**src/rtl/leaderboard_ctrl.sv**
```systemverilog
// Sequencer in front of the leaderboard: runs the stopwatch, commits the finished
// time, plays the winning sound on the buzzer, then browses ranks 1-3 before idling.
module leaderboard_ctrl #(
   parameter int TIME_W        = 6,
   parameter int COMMIT_CYCLES = 4,
   parameter int SOUND_TICKS   = 2,
   parameter int DWELL_TICKS   = 3
) (
   input  logic              i_clk,
   input  logic              i_rst_n,
   input  logic              i_tick,
   input  logic              i_start_btn,
   input  logic              i_stop_btn,
   input  logic [1:0]        i_mode_sel,
   input  logic [TIME_W-1:0] i_sw_time,
   input  logic [2:0]        i_lb_sound,
   output logic              o_sw_run,
   output logic              o_sw_clear,
   output logic [TIME_W-1:0] o_time_in,
   output logic [1:0]        o_stopwatch_mode,
   output logic [2:0]        o_display_mode,
   output logic              o_buzzer_en,
   output logic [1:0]        o_buzzer_sel,
   output logic              o_busy,
   output logic [2:0]        o_state_out
);

   typedef enum logic [2:0] {
      S_IDLE   = 3'd0,
      S_RUN    = 3'd1,
      S_COMMIT = 3'd2,
      S_SOUND  = 3'd3,
      S_BROWSE = 3'd4
   } state_t;

   localparam int CC_W = (COMMIT_CYCLES > 1) ? $clog2(COMMIT_CYCLES) : 1;
   localparam int SC_W = (SOUND_TICKS   > 1) ? $clog2(SOUND_TICKS)   : 1;
   localparam int DC_W = (DWELL_TICKS   > 1) ? $clog2(DWELL_TICKS)   : 1;
   localparam logic [CC_W-1:0] CC_LAST = CC_W'(COMMIT_CYCLES - 1);
   localparam logic [SC_W-1:0] SC_LAST = SC_W'(SOUND_TICKS - 1);
   localparam logic [DC_W-1:0] DC_LAST = DC_W'(DWELL_TICKS - 1);

   state_t            r_state;
   logic [CC_W-1:0]   r_commit_cnt;
   logic [SC_W-1:0]   r_sound_cnt;
   logic [DC_W-1:0]   r_dwell_cnt;
   logic              r_sw_run;
   logic              r_sw_clear;
   logic [TIME_W-1:0] r_time_in;
   logic [1:0]        r_stopwatch_mode;
   logic [2:0]        r_display_mode;
   logic              r_buzzer_en;
   logic [1:0]        r_buzzer_sel;
   logic              r_busy;

   logic              w_mode_ok;
   logic              w_start;
   logic [1:0]        w_sel;

   assign w_mode_ok = (i_mode_sel == 2'b01) || (i_mode_sel == 2'b10);
   assign w_start   = i_start_btn && w_mode_ok;

   // Lowest-numbered flag wins the buzzer.
   always_comb begin
      w_sel = 2'd0;
      if (i_lb_sound[0])      w_sel = 2'd1;
      else if (i_lb_sound[1]) w_sel = 2'd2;
      else if (i_lb_sound[2]) w_sel = 2'd3;
   end

   always_ff @(posedge i_clk) begin
      if (!i_rst_n) begin
         r_state          <= S_IDLE;
         r_commit_cnt     <= '0;
         r_sound_cnt      <= '0;
         r_dwell_cnt      <= '0;
         r_sw_run         <= 1'b0;
         r_sw_clear       <= 1'b0;
         r_time_in        <= '0;
         r_stopwatch_mode <= 2'b00;
         r_display_mode   <= 3'b000;
         r_buzzer_en      <= 1'b0;
         r_buzzer_sel     <= 2'd0;
         r_busy           <= 1'b0;
      end else begin
         r_sw_clear <= 1'b0;
         case (r_state)
            S_IDLE: begin
               if (w_start) begin
                  r_stopwatch_mode <= i_mode_sel;
                  r_sw_clear       <= 1'b1;
                  r_sw_run         <= 1'b1;
                  r_busy           <= 1'b1;
                  r_state          <= S_RUN;
               end
            end
            S_RUN: begin
               // A zero-length run is discarded without touching the leaderboard.
               if (i_stop_btn) begin
                  r_sw_run <= 1'b0;
                  if (i_sw_time == '0) begin
                     r_busy  <= 1'b0;
                     r_state <= S_IDLE;
                  end else begin
                     r_time_in    <= i_sw_time;
                     r_commit_cnt <= '0;
                     r_state      <= S_COMMIT;
                  end
               end
            end
            S_COMMIT: begin
               if (r_commit_cnt == CC_LAST) begin
                  r_commit_cnt <= '0;
                  if (w_sel != 2'd0) begin
                     r_buzzer_en  <= 1'b1;
                     r_buzzer_sel <= w_sel;
                     r_sound_cnt  <= '0;
                     r_state      <= S_SOUND;
                  end else begin
                     r_display_mode <= 3'b100;
                     r_dwell_cnt    <= '0;
                     r_state        <= S_BROWSE;
                  end
               end else begin
                  r_commit_cnt <= r_commit_cnt + 1'b1;
               end
            end
            S_SOUND: begin
               if (i_tick) begin
                  if (r_sound_cnt == SC_LAST) begin
                     r_sound_cnt    <= '0;
                     r_buzzer_en    <= 1'b0;
                     r_buzzer_sel   <= 2'd0;
                     r_display_mode <= 3'b100;
                     r_dwell_cnt    <= '0;
                     r_state        <= S_BROWSE;
                  end else begin
                     r_sound_cnt <= r_sound_cnt + 1'b1;
                  end
               end
            end
            S_BROWSE: begin
               if (w_start) begin
                  r_stopwatch_mode <= i_mode_sel;
                  r_sw_clear       <= 1'b1;
                  r_sw_run         <= 1'b1;
                  r_display_mode   <= 3'b000;
                  r_dwell_cnt      <= '0;
                  r_state          <= S_RUN;
               end else if (i_tick) begin
                  if (r_dwell_cnt == DC_LAST) begin
                     r_dwell_cnt <= '0;
                     if (r_display_mode == 3'b110) begin
                        r_display_mode <= 3'b000;
                        r_busy         <= 1'b0;
                        r_state        <= S_IDLE;
                     end else begin
                        r_display_mode <= r_display_mode + 3'd1;
                     end
                  end else begin
                     r_dwell_cnt <= r_dwell_cnt + 1'b1;
                  end
               end
            end
            default: begin
               r_busy  <= 1'b0;
               r_state <= S_IDLE;
            end
         endcase
      end
   end

   assign o_sw_run         = r_sw_run;
   assign o_sw_clear       = r_sw_clear;
   assign o_time_in        = r_time_in;
   assign o_stopwatch_mode = r_stopwatch_mode;
   assign o_display_mode   = r_display_mode;
   assign o_buzzer_en      = r_buzzer_en;
   assign o_buzzer_sel     = r_buzzer_sel;
   assign o_busy           = r_busy;
   assign o_state_out      = r_state;

endmodule

```
**config.mk**
```make
export PLATFORM = sky130hd
export DESIGN_NAME = leaderboard_ctrl
export DESIGN_NICKNAME = d
export VERILOG_FILES = /design/src/rtl/leaderboard_ctrl.sv
export SDC_FILE = /design/constraint.sdc
export NUM_CORES = 1
export LEC_CHECK = 0
export CAP_MARGIN = 5
export CORE_MARGIN = 10
export CORE_UTILIZATION = 43
export CTS_CLUSTER_DIAMETER = 120
export DETAILED_ROUTE_END_ITERATION = 6
export PLACE_DENSITY = 0.75
export SLEW_MARGIN = 15
export SYNTH_ARGS = -nofsm -noshare
export SYNTH_HDL_FRONTEND = slang
export SYNTH_SLANG_ARGS = --single-unit
```
**constraint.sdc**
```tcl
create_clock -name i_clk -period 1.6 [get_ports i_clk]
set_clock_uncertainty 0.1 [all_clocks]
set_input_delay 0.16 -clock i_clk [delete_from_list [all_inputs] [get_ports i_clk]]
set_output_delay 0.16 -clock i_clk [all_outputs]
set_load 0.01 [all_outputs]
```
* Word level (Yosys, flattened, before mapping)
Index checks and enable logic that the tools add are counted.
** Word-level totals
- Word-level logic and storage cells :: 124
- Output and inout port bits :: 20
- Input bits :: 16
- Register bits after elaboration :: 25
** Cells by class
- Bitwise operators :: 2
- Reductions and logical operators :: 22
- Muxes and demuxes :: 58
- Eq/ne operators :: 26
- Add/sub/neg operators :: 4
** Operator list (number)
- two-way mux 3 bit :: 16
- two-way mux 2 bit :: 16
- != test 2 bit (second input constant) :: 13
- two-way mux 1 bit :: 17
- AND reduction 8 bit :: 2
- case mux 3 bit (5 select lines) :: 1
- != test 3 bit (second input constant) :: 3
- case mux 3 bit (3 select lines) :: 1
- AND reduction 3 bit :: 3
- case mux 2 bit (2 select lines) :: 2
- nonzero test 2 bit :: 4
- AND reduction 7 bit :: 1
- equality test 2 bit (second input constant) :: 3
- equality test 3 x 2 -> 1 bit (second input constant) :: 2
- equality test 3 bit (second input constant) :: 2
- logical NOT 6 bit :: 1
- case mux 1 bit (2 select lines) :: 3
- case mux 2 bit (3 select lines) :: 1
- AND reduction 6 bit :: 1
- AND reduction 5 bit :: 1
- adder 2 x 1 -> 2 bit (second input constant) :: 2
- case mux 1 bit (4 select lines) :: 1
- AND reduction 2 bit :: 2
- AND reduction 4 bit :: 1
- 11 further kinds :: 13

* Longest topological paths before layout
Gate-level depths: netlist of the first run.
- Word-level depth :: 7
- Mapped depth :: 6
- Mapped depth without buffers :: 5

* Worst setup path after synthesis of the first run
OpenSTA, ideal clock, no wires.
- Kind :: register to register
- Start :: register r_state[2] (netlist: o_state_out[2])
- End :: register r_display_mode[2] (netlist: o_display_mode[2])
- Arrival time :: 1423 ps
- Cell stages (with the launch flop) :: 5
- Library setup time :: 60 ps
- Period minus slack after synthesis :: 1583 ps
- Path buffers :: 1
- Slack :: 17 ps
- Required time :: 1440 ps
- Path through :: dfxtp_1 buf_4 or3b_4 a221oi_4 o221a_1
** On the way
- Cells in the longest elaborated chain, start to end :: 3
- Elaborated cells between the ends (all ways) :: 12
- Classes of those cells :: 9 x eq/ne; 1 x mux; 2 x reduce/logical
** RTL lines
- start: declaration :: RTL line 43 : state_t r_state;
- start signal: assignment :: RTL line 73 : r_state <= S_IDLE;
- start signal: assignment :: RTL line 94 : r_state <= S_RUN;
- start signal: assignment :: RTL line 103 : r_state <= S_IDLE;
- equality test 3 bit or equality test 3 x 2 -> 1 bit (tied branches) :: RTL line 87 : case (r_state)
- != test 3 bit (no source line), or another cell as far along
- AND reduction 7 bit (no source line)
- end signal: assignment :: RTL line 158 : r_display_mode <= r_display_mode + 3'd1;
- end: declaration :: RTL line 51 : logic [2:0] r_display_mode;
Parallel ways exist; a longest one is shown, timed or not.
A chain may end at the register's enable or synchronous reset.

* Worst setup path after layout of the first run
- Start :: register r_state[0] (netlist: o_state_out[0])
- End :: register r_display_mode[0] (netlist: o_display_mode[0])
The elaborated chain is that of the path after synthesis.

==> results of run 1 <==
-- repair_timing --
action,4_1_cts,5_1_grt
setup buffers,2,1
endpoints found under the setup margin,19,18
gates cloned,0,0
pin swaps,4,2
resized for setup,15,12
-- cells in the mapped netlist (all sizes together) (2+ instances only) --
library cell	n	share of area, %
nand2	12	3.6
a21oi	13	5.5
a211oi	5	2.8
nand3	5	1.9
a32o	2	1.5
inv	3	0.85
dfxtp	25	38
clkbuf	3	0.85
o21a	2	1.1
a31oi	4	1.9
o22ai	4	1.9
o21ai	3	1.1
nor2b	3	1.4
nor2	14	4.0
nor3b	2	1.5
o32ai	3	2.0
nand2b	5	2.4
mux2i	7	5.3
nand3b	3	1.7
nor3	4	1.5
or3b	2	1.5
and3	4	1.9
buf	4	2.7
-- registers in the layout, indices dropped and copies added (netlist names) --
name              cells
r_dwell_cnt           2
o_sw_clear            1
o_state_out           3
r_sound_cnt           1
o_display_mode        3
o_time_in             6
o_sw_run              1
o_busy                1
o_stopwatch_mode      2
o_buzzer_en           1
r_commit_cnt          2
o_buzzer_sel          2
-- worst max-delay path, stage by stage (launching register included) --
cell and delay (ns):
dfxtp_4 0.37, buf_6 0.12, or3b_4 0.42, a21oi_2 0.18
nand2_1 0.13, o32ai_1 0.22
-- cell type report --
class                   count  share of cell area, %
clock buffers               4                   1.28
inverters                   3                  0.548
multi-input cells         114                   40.4
flip-flops and latches     25                   25.2
well taps                  33                   2.01
repair buffers             71                   30.6
-- routing by layer --
layer | wire [um] | part of all wire (%)
met5 | 0 | 0
met4 | 26 | 0.65
met3 | 320 | 8.0
met2 | 1990 | 50
met1 | 1660 | 42
-- metrics by stage --
step	TNS [ns]	cells	utilization (%)	worst slack (ns)
final	-0.0234	250	68.4	-0.0211
after global routing	-0.269	250	68.4	-0.134
after CTS	0	249	66.2	0.00844
after detailed placement	-3.11	243	63.6	-0.230
after global placement	-2.16	243	63.6	-0.180
after floorplan	0	149	-	0.0172
-- logic make-up after synthesis --
logic type	count (synthesis)
and+or+nand+nor	59
AOI/OAI and AO/OA	45
DFF	25
buffers and inverters	10
muxes	7
xor gates and xnor gates	2
adders and majority gates	1
-- power breakdown --
part           leakage [nW]  internal, W  switching [W]
logic                 0.586     0.000683       0.000563
clock network        0.0150    0.0000975       0.000188
registers             0.207     0.000737      0.0000962
total                 0.808      0.00152       0.000847
-- worst min-delay path by stage --
| stage | slack, ns | from | to |
|---|---|---|---|
| after floorplan | 0.15 | i_mode_sel[0] | o_stopwatch_mode[1] |
| after global placement | 0.34 | o_stopwatch_mode[0] | o_stopwatch_mode[0] |
| after global routing | 0.40 | o_sw_run | o_sw_run |
| after detailed placement | 0.35 | o_sw_run | o_sw_run |
| after CTS | 0.37 | o_sw_run | o_sw_run |
| final | 0.37 | o_sw_run | o_sw_run |
==> flow_metrics.env, run 1 <==
export IMPL_maxCapViolCount=0
export IMPL_maxSlewHeadroom_pct=72.5
export IMPL_worst_slack_ns=-0.0211
export IMPL_avgSynthCellArea_um2=8.84
export IMPL_grtUsageTotal_pct=14.7
export IMPL_grt_pass1_wl_mm=6.60
export IMPL_violations="setup timing"
export IMPL_cts_root_buffer="clkbuf_4"
export IMPL_synth_top_family_by_area="compound AO/OA/AOI/OAI gates"
export IMPL_wl_per_cell_um=16.0
export IMPL_rrSetupSlack_ns=-0.02
export IMPL_drv_slew=0
export IMPL_postPlaceCellArea_um2=1910
export IMPL_status="complete, but fails checks"
export IMPL_drt_antenna_violating_nets=0
export IMPL_holdPathStages=2
export IMPL_floorplan_initialDensity_pct=43.9
export IMPL_antenna_found_initial=0
export IMPL_nFillCells=228
export IMPL_viasPerCell=5.63
export IMPL_holdWs_ns=0.366
export IMPL_cp_required_ns=1.74
export IMPL_dieArea_um2=5680
export IMPL_clk_latency_ns=0.32
export IMPL_routed_via_count=1408
export IMPL_layout_commonest_cell="buf_4"
export IMPL_synth_ff_type="dfxtp_1"
export IMPL_area_growth_pct=55.8
export IMPL_grt_pass1_vias=1438
export IMPL_drive_gt1_share_pct=29.5
export IMPL_synth_compound_area_share_pct=25.2
export IMPL_grt_busiest_layer="met2"
export IMPL_fp_row_count=20
export IMPL_finalSetupViolCount=2
export IMPL_grt_max_degree=16
export IMPL_gr_total_overflow=0
export IMPL_seq_area_frac_synth_pct=38.0
export IMPL_hold_buffers=0
export IMPL_r2r_end="o_display_mode[0]"
export IMPL_numCtsBuffers=3
export IMPL_netlist_cell_type_count=47
export IMPL_core_um2=3000
export IMPL_die_h_um=75.4
export IMPL_synth_fp_nets=166
export IMPL_rr_worst_depth=5
export IMPL_grtUsageMet3_pct=5.21
export IMPL_antenna_cells=0
export IMPL_worstMarginPinSlew_ns=0.410
export IMPL_peakVddDrop_uv=689
export IMPL_synth_adder_area_share_pct=0.950
export IMPL_die_x_um=75.4
export IMPL_async_flop_share_pct=0
export IMPL_grt_use_met2_pct=26.1
export IMPL_min_period_over_period_pct=101
export IMPL_place_congestion=0.904
export IMPL_cts_sinks=25
export IMPL_clock_fmax_ghz=0.617
export IMPL_drt_initial_drc_count=109
export IMPL_dp_hpwl_mm=3.09
export IMPL_crit_arrival_ns=1.76
export IMPL_ys_ff_latch=25
export IMPL_critPathKind="register to register"
export IMPL_clkTransAtPathRegs_ns=0.14
export IMPL_leakagePower_nw=0.808
export IMPL_use_met1_pct=15.7
export IMPL_post_synth_xor_area_fraction_pct=1.33
export IMPL_firstDrtPassIters=5
export IMPL_hold_class="register to register"
export IMPL_regArea_um2=517
export IMPL_fin_area_um2=2050
export IMPL_io_buffers=35
export IMPL_cp_max_fo=6
export IMPL_cts_tree="done"
export IMPL_nets=235
export IMPL_total_power_w=0.00236
export IMPL_mostFrequentLayoutCells="buf_4, clkdlybuf4s50_1, dfxtp_1, nor2_1"
export IMPL_finalHoldViolations=0
export IMPL_crit_path_end="o_display_mode[0]"
export IMPL_ios=36
export IMPL_synth_edf_count=0
export IMPL_clockBufferDepth=2
export IMPL_yosys_warnings=0
export IMPL_synthMuxAreaShare_pct=5.32
export IMPL_multiInputGateArea_um2=830
export IMPL_startpoint="o_state_out[0]"
export IMPL_wl_mm=4.00
export IMPL_htreeDepth=1
export IMPL_worst_setup_path_start_kind="register"
export IMPL_fin_crit_ns=1.62
export IMPL_drc=0
export IMPL_endpoint_kind="register"
export IMPL_rsz0062_at_grt="yes"
export IMPL_r2r_start="o_state_out[0]"
export IMPL_synth_simple_gate_area_share_pct=24.9
export IMPL_netlist_instances=149
export IMPL_pwr_density_cell_nw_per_um2=1150
export IMPL_syn_area_um2=1320
(Power assumes the default switching activity.)
==> inputs of run 2 (changes only) <==
--- a/config.mk
+++ b/config.mk
@@ -10,6 +10,7 @@
 export CORE_UTILIZATION = 43
 export CTS_CLUSTER_DIAMETER = 120
 export DETAILED_ROUTE_END_ITERATION = 6
+export MAX_ROUTING_LAYER = met4
 export PLACE_DENSITY = 0.75
 export SLEW_MARGIN = 15
 export SYNTH_ARGS = -nofsm -noshare
==> flow_metrics.env, run 2 (same netlist as run 1, synthesis figures left out) <==
export IMPL_routed_via_count=1408
export IMPL_fin_area_um2=2050
export IMPL_worst_slack_ns=-0.0204
export IMPL_crit_arrival_ns=1.76
export IMPL_core_um2=3000
export IMPL_wl_mm=4.00
export IMPL_cts_root_buffer="clkbuf_4"
export IMPL_rsz0062_at_grt="yes"
export IMPL_antenna_found_initial=0
export IMPL_area_growth_pct=55.8
export IMPL_drive_gt1_share_pct=29.5
export IMPL_htreeDepth=1
export IMPL_fin_crit_ns=1.62
export IMPL_hold_class="register to register"
export IMPL_comb_power_share_pct=52.5
export IMPL_die_h_um=75.4
export IMPL_violations="setup timing"
export IMPL_crit_path_end="o_display_mode[0]"
export IMPL_fp_row_count=20
export IMPL_finalSetupViolCount=2
export IMPL_cts_sinks=25
export IMPL_antenna_cells=0
export IMPL_clock_fmax_ghz=0.617
export IMPL_dp_hpwl_mm=3.09
export IMPL_firstDrtPassIters=4
export IMPL_cp_required_ns=1.74
export IMPL_clockPowerShare_pct=12.4
export IMPL_maxSlewHeadroom_pct=71.8
export IMPL_drt_initial_drc_count=121
export IMPL_worstMarginPinSlew_ns=0.421
export IMPL_post_route_util_pct=68.4
export IMPL_worstPathCellList="buf_6, or3b_4, a21oi_2, nand2_1, o32ai_1"
export IMPL_p_sw_w=0.000857
export IMPL_grt_max_degree=16
export IMPL_min_period_over_period_pct=101
export IMPL_clockBufferDepth=2
export IMPL_grtUsageTotal_pct=15.1
export IMPL_seqPwrFrac_pct=35.1
export IMPL_pwr_density_cell_nw_per_um2=1160
export IMPL_cp_slowest_stage_delay_ns=0.42
export IMPL_grt_pass1_wl_mm=6.59
export IMPL_critPathSlowestCell="or3b_4"
export IMPL_gr_total_overflow=0
export IMPL_critPathKind="register to register"
export IMPL_dieArea_um2=5680
export IMPL_rrSetupSlack_ns=-0.02
export IMPL_clkTransAtPathRegs_ns=0.14
export IMPL_r2r_end="o_display_mode[0]"
export IMPL_peakVddDrop_uv=696
export IMPL_drc=0
export IMPL_floorplan_initialDensity_pct=43.9
export IMPL_viasPerCell=5.63
export IMPL_largest_reg_flops=6
export IMPL_postPlaceCellArea_um2=1910
export IMPL_finalHoldViolations=0
export IMPL_r2r_start="o_state_out[0]"
export IMPL_clk_latency_ns=0.32
export IMPL_dp_slack_ns=-0.230
export IMPL_rr_worst_depth=5
export IMPL_cts_tree="done"
export IMPL_holdPathStages=2
export IMPL_p_int_w=0.00152
export IMPL_layout_commonest_cell="buf_4"
export IMPL_status="complete, but fails checks"
export IMPL_drv_slew=0
export IMPL_place_congestion=0.919
export IMPL_grt_pass1_vias=1438
export IMPL_drt_antenna_violating_nets=0
export IMPL_switching_share_pct=36.1
export IMPL_endpoint_kind="register"
export IMPL_worst_setup_path_start_kind="register"
export IMPL_numCtsBuffers=3
export IMPL_leakagePower_nw=0.808
export IMPL_cp_max_fo=6
export IMPL_ios=36
export IMPL_mostFrequentLayoutCells="buf_4, clkdlybuf4s50_1, dfxtp_1, nor2_1"
export IMPL_wl_per_cell_um=16.0
export IMPL_io_buffers=35
export IMPL_maxCapViolCount=0
export IMPL_nets=235
export IMPL_startpoint="o_state_out[0]"
export IMPL_die_x_um=75.4
==> run 2: cell counts in the layout (fill, tap and decap cells not counted) <==
Identical to the previous run, type by type.
==> run 2: how the worst min path moves through the flow <==
stage,from,end
floorplan,i_mode_sel[0],o_stopwatch_mode[1]
global placement,o_stopwatch_mode[0],o_stopwatch_mode[0]
detailed placement,o_sw_run,o_sw_run
CTS,o_sw_run,o_sw_run
global route,o_sw_run,o_sw_run
finish,o_sw_run,o_sw_run
==> run 2: what timing repair did <==
action | 4_1_cts | 5_1_grt
gates cloned | 0 | 0
hold buffers | 0 | 0
resized for setup | 15 | 12
buffers inserted | 2 | 1
endpoints found under the setup margin | 19 | 18
pin swaps | 4 | 2
==> run 2: cell type report <==
class | instances | area (um2)
Sequential cell | 25 | 517
Inverter | 3 | 11.3
Fill cell | 228 | 950
Timing Repair Buffer | 71 | 628
Clock buffer | 4 | 26.3
Tap cell | 33 | 41.3
Multi-Input combinational cell | 114 | 830
==> run 2: worst max-delay path: cells and delay by family, from the launching register on <==
kind            cells  cell delay [ns]
simple gates        2             0.54
compound gates      2             0.39
flops               1             0.38
buf+inv             1             0.12
==> run 2: metrics by stage <==
step / power [W] / TNS (ns) / hold WS (ns) / instances
3_5_place_dp: 0.00194 / -3.11 / 0.351 / 243
3_3_place_gp: 0.00189 / -2.16 / 0.344 / 243
2_1_floorplan: 0.00144 / 0 / 0.151 / 149
5_1_grt: 0.00253 / -0.273 / 0.399 / 250
4_1_cts: 0.00228 / 0 / 0.370 / 249
6_report: 0.00237 / -0.0286 / 0.366 / 250
==> run 2: power groups by stage <==
stage / logic, W / clock network (W) / registers (W)
floorplan: 0.000605 / 0 / 0.000839
global placement: 0.00105 / 0 / 0.000841
detailed placement: 0.00109 / 0 / 0.000849
CTS: 0.00116 / 0.000296 / 0.000828
global route: 0.00136 / 0.000320 / 0.000850
finish: 0.00125 / 0.000294 / 0.000833
==> run 2: layer usage <==
| layer | vias up | global-route usage (%) | share of wire (%) |
|---|---|---|---|
| li1 | 695 | - | - |
| met1 | 669 | 16.2 | 43 |
| met2 | 40 | 26.1 | 49 |
| met3 | 4 | 4.30 | 6.9 |
| met4 | 0 | 5.36 | 0.90 |
| met5 | - | - | 0 |
==> inputs of run 3 (changes only) <==
--- a/config.mk
+++ b/config.mk
@@ -5,7 +5,7 @@
 export SDC_FILE = /design/constraint.sdc
 export NUM_CORES = 1
 export LEC_CHECK = 0
-export CAP_MARGIN = 5
+export CAP_MARGIN = 30
 export CORE_MARGIN = 10
 export CORE_UTILIZATION = 43
 export CTS_CLUSTER_DIAMETER = 120
==> results of run 3 <==
No change in the layout: final DEF, timing and power equal those of run 2.
